===== src/rtl/pc_update_unit.sv =====
// pc_update_unit: program counter with branch/jump/exception-return select,
// exception entry (EPC/Cause), saturating taken-branch counter and error flags.
module pc_update_unit #(
  parameter logic [15:0] RESET_PC   = 16'h0000,
  parameter logic [15:0] EXC_VECTOR = 16'h0100
) (
  input  logic        CLK,
  input  logic        Reset,
  input  logic        PCWrite,
  input  logic        isBranch,
  input  logic        isBIEQ,
  input  logic [2:0]  PCSrc,
  input  logic        Zero,
  input  logic [15:0] ALUResult,
  input  logic [15:0] ALUOut,
  input  logic [15:0] RegA,
  input  logic [11:0] Imm12,
  input  logic        EPCWrite,
  input  logic        CauseWrite,
  input  logic        IntCause,
  output logic [15:0] PC,
  output logic [15:0] EPC,
  output logic [15:0] Cause,
  output logic        BranchTaken,
  output logic [15:0] BranchCount,
  output logic        Misaligned,
  output logic        BadPCSrc
);
  logic [15:0] pc_q, pc_d, epc_q, epc_d, cause_q, cause_d, cnt_q, cnt_d, target;
  logic        mis_q, mis_d, bad_q, bad_d, pc_en, src_ok, load;
  always_comb begin
    BranchTaken = isBranch & (isBIEQ ? Zero : ~Zero);
    pc_en       = PCWrite | BranchTaken;
    src_ok      = PCSrc <= 3'd4;
    target      = PCSrc == 3'd0 ? ALUResult :
                  PCSrc == 3'd1 ? ALUOut :
                  PCSrc == 3'd2 ? RegA :
                  PCSrc == 3'd3 ? {pc_q[15:12], Imm12} : epc_q;
    // exception entry overrides any normal PC load, including its error side effects
    load        = pc_en & src_ok & ~EPCWrite;
    pc_d        = EPCWrite ? EXC_VECTOR : load ? {target[15:1], 1'b0} : pc_q;
    epc_d       = EPCWrite ? pc_q - 16'd2 : epc_q;
    cause_d     = CauseWrite ? {15'b0, IntCause} : cause_q;
    cnt_d       = (BranchTaken && cnt_q != 16'hFFFF) ? cnt_q + 16'd1 : cnt_q;
    mis_d       = load & target[0];
    bad_d       = bad_q | (pc_en & ~src_ok & ~EPCWrite);
  end
  always_ff @(posedge CLK or posedge Reset) begin
    if (Reset) begin
      pc_q    <= RESET_PC;
      epc_q   <= '0;
      cause_q <= '0;
      cnt_q   <= '0;
      mis_q   <= 1'b0;
      bad_q   <= 1'b0;
    end else begin
      pc_q    <= pc_d;
      epc_q   <= epc_d;
      cause_q <= cause_d;
      cnt_q   <= cnt_d;
      mis_q   <= mis_d;
      bad_q   <= bad_d;
    end
  end
  assign PC          = pc_q;
  assign EPC         = epc_q;
  assign Cause       = cause_q;
  assign BranchCount = cnt_q;
  assign Misaligned  = mis_q;
  assign BadPCSrc    = bad_q;
endmodule


===== config.mk =====
export PLATFORM = sky130hd
export DESIGN_NAME = pc_update_unit
export DESIGN_NICKNAME = d
export VERILOG_FILES = /design/src/rtl/pc_update_unit.sv
export SDC_FILE = /design/constraint.sdc
export NUM_CORES = 1
export LEC_CHECK = 0
export ABC_CLOCK_PERIOD_IN_PS = 2200
export CAP_MARGIN = 30
export CORE_ASPECT_RATIO = 1.75
export CORE_MARGIN = 4
export CORE_UTILIZATION = 25
export DETAILED_ROUTE_END_ITERATION = 10
export HOLD_SLACK_MARGIN = 0.06
export PLACE_DENSITY_LB_ADDON = 0.05
export SETUP_SLACK_MARGIN = 0.2
export SYNTH_ARGS = -nofsm -noshare
export SYNTH_HDL_FRONTEND = slang
export SYNTH_SLANG_ARGS = --single-unit

===== constraint.sdc =====
create_clock -name CLK -period 2.2 [get_ports CLK]
set_clock_uncertainty 0.15 [all_clocks]
set_input_delay 0.66 -clock CLK [delete_from_list [all_inputs] [get_ports CLK]]
set_output_delay 0.66 -clock CLK [all_outputs]
set_load 0.02 [all_outputs]

==> summary.txt, run 1 <==
Clocking
  • TritonCTS clock tree: yes
  • Clk sinks: 49
  • Worst-skew pair later-pin latency: 0.29 ns
  • Clk Tree Root Cell: clkbuf_16
  • # H-tree levels: 2
  • Clk buf depth: 2
  • Worst-path clk slew: 0.07 ns
  • TritonCTS Buffers: 5
  • Hold-fix buffers, CTS: 0

Power and ir drop
  • Peak supply drop: 0.4835 mV
  • Leak pwr: 2.270 nW
  • Cell Pwr Density: 644.9 nW/um2

Placement
  • Port Buf Inserts: 121
  • RePlAce Congestion: 0.8656
  • Placed insts: 633
  • Dpl hpwl: 8899 um

Synth
  • Prevailing post-synth register cell: dfrtp_1
  • Post-Syn Area: 3120 um2
  • Post-synth top area cell: dfrtp_1
  • Synth warn: 0
  • Synth async-reset ratio: 100.0%
  • Top cell type's share of synthesized area: 39.29%
  • Ranking of synthesized cells by area: dfrtp_1 (39%), mux4_2 (6.5%), buf_4 (4.1%)
  • Mapped Cells: 322
  • Library cells used by synthesis: 52
  • Flops & latches, synth: 49
  • Syn avg cell area: 9.691 um2
  • Sequential area share after synthesis: 39.29%
  • Post-synth EDFFs: 0

Route
  • Drt initial violations: 110
  • Antenna Nets Post-Route: 0
  • Via count: 3,089
  • Iteration count of the initial detailed-routing pass: 6
  • DR vias/cell: 4.723
  • Wire length per cell: 17.54 um
  • DRC violations left: 0
  • Final wirelength: 11,470 um

Finish
  • Layout area overhead: 63.71%
  • Share of cells above drive strength 1: 21.68%
  • Core Util, Final: 42.10%
  • Most frequent cells in the layout: clkdlybuf4s50_1 (60), dlygate4sd2_1 (54), dfrtp_1 (47)
  • Commonest non-fill, non-tap cell in the layout: clkdlybuf4s50_1
  • Final #Nets: 562
  • ANT cells: 0
  • Cell Count, Final, Fillers Out: 654

Global routing
  • GRT Util Overall: 15.82%
  • First-pass GRT wire length: 17,600 um
  • Gr ovfl total: 0
  • Initial antenna violation count: 0
  • Largest net degree at the start of global routing: 50
  • Vias in the first global route: 3,281

Critical path
  • Max incr delay on CP: 0.47 ns
  • Critical-path cell list: clkdlybuf4s50_1, mux4_2, or2_4, a32o_1
  • Critical path peak fanout: 2
  • Req. time, crit path: 2.23 ns
  • Critical Path Source Type: primary input
  • CP endpoint kind: register
  • Cell with the largest stage delay on the worst path: mux4_2
  • Arrival @ worst endpoint: 2.02 ns
  • Worst setup path category: in -> reg

Timing
  • Final setup fails: 0
  • Pins Over Slew Limit: 0
  • Final hold viol count: 0
  • Fmax: 0.5017 GHz
  • Setup TNS: 0 ns
  • Post-route minimum period: 1.993 ns
  • RSZ-0062 raised after global routing: yes
  • Final period utilization: 90.60%

Die
  • Site Rows: 53
  • Die area: 14,400 um2
  • Chip width: 92.46 um
  • I/O pin total: 139
  • Initial Utilization: 25.71%
  • Die H: 155.8 um
  • CORE AREA: 12,140 um2

Min path
  • Worst Hold Class: reg -> reg

Status
  • Outcome: finished, final reports clean

Job
  • Max capacitance violation total: 0
[critical path: cells and delay by family]
family | cells | cell delay (ns)
AOI/OAI and AO/OA | 1 | 0.24
buffers and inverters | 1 | 0.42
muxes | 1 | 0.47
and+or+nand+nor | 1 | 0.24
[worst paths after layout]
| check | from | end | slack, ns | depth (start not counted) |
|---|---|---|---|---|
| min reg2reg | BadPCSrc | BadPCSrc | 0.32 | 2 |
| max | RegA[4] | PC[4] | 0.21 | 4 |
| max reg2reg | BranchCount[0] | BranchCount[0] | 0.35 | 7 |
| max in group asynchronous | Reset | BranchCount[5] | 1.07 | 3 |
| min in group asynchronous | Reset | BranchCount[12] | 0.58 | 3 |
| min | BadPCSrc | BadPCSrc | 0.32 | 2 |
[cell families (layout without fill, tap and decap cells)]
kind of cell,count (synthesis),in the layout,synth area share (%)
muxes,12,12,7.538
adders and majority gates,2,2,0.8018
other,1,17,0.1202
AOI/OAI and AO/OA,64,64,14.80
xor gates and xnor gates,25,25,7.017
and+or+nand+nor,120,120,21.97
buffers and inverters,49,200,8.460
DFF,49,49,39.29
[per-layer routing]
metal / GRT usage (%) / up-vias / wire length (um)
met5: 0 / - / 0
li1: - / 1483 / -
met4: 6.875 / 0 / 352
met2: 31.48 / 99 / 6675
met1: 14.91 / 1487 / 3739
met3: 3.764 / 20 / 703
[registers in the layout, indices dropped and copies added (netlist names)]
register	flops
BadPCSrc	1
PC	15
BranchCount	16
Misaligned	1
EPC	15
Cause	1
[where the power goes]
group	switching, mW	internal (mW)
clock network	0.344	0.419
logic	0.665	0.622
registers	0.188	1.06
total	1.20	2.10
[synthesized netlist by cell type, types with 4 or more instances]
cell type / count
a21boi_0: 4
a21oi_1: 18
a32o_1: 10
buf_2: 7
buf_4: 17
clkbuf_1: 8
dfrtp_1: 49
inv_1: 14
mux4_2: 9
nand2_1: 8
nand3_1: 7
nand4_1: 7
nor2_1: 33
nor2b_1: 8
nor3_1: 15
nor3b_1: 5
nor4_1: 11
o21bai_1: 7
or2_2: 8
xnor2_1: 11
xor2_1: 14
[area by class of cell]
| class | count | area, um2 |
|---|---|---|
| well taps | 165 | 206.4 |
| clock inverters | 2 | 10.01 |
| multi-input cells | 240 | 1792 |
| inverters | 14 | 52.55 |
| clock buffers | 6 | 128.9 |
| flip-flops and latches | 49 | 1229 |
| repair buffers | 178 | 1690 |
| fillers | 1252 | 7027 |
[through the flow]
stage / total power [mW] / worst slack (ns) / area [um2] / hold WS, ns
floorplan: 1.931 / 0.2152 / 3226 / 0.4267
global placement: 2.620 / -0.6309 / 4807 / 0.3102
CTS: 3.335 / 0.2012 / 5005 / 0.3280
global route: 3.507 / 0.1923 / 5109 / 0.3587
detailed placement: 2.627 / -0.6451 / 4807 / 0.3149
finish: 3.295 / 0.2069 / 5109 / 0.3207
[what timing repair did]
action	4_1_cts	5_1_grt
setup endpoints to repair	70	14
cloned	3	0
gates resized for setup	90	18
pin swaps	3	4
setup buffers	2	8
(Power assumes the default switching activity.)
==> inputs of run 2 (changes only) <==
--- a/config.mk
+++ b/config.mk
@@ -10,6 +10,7 @@
 export CORE_ASPECT_RATIO = 1.75
 export CORE_MARGIN = 4
 export CORE_UTILIZATION = 25
+export CTS_CLUSTER_DIAMETER = 30
 export DETAILED_ROUTE_END_ITERATION = 10
 export HOLD_SLACK_MARGIN = 0.06
 export PLACE_DENSITY_LB_ADDON = 0.05
==> results of run 2 <==
Final layout, timing and power as in run 1 (identical DEF).
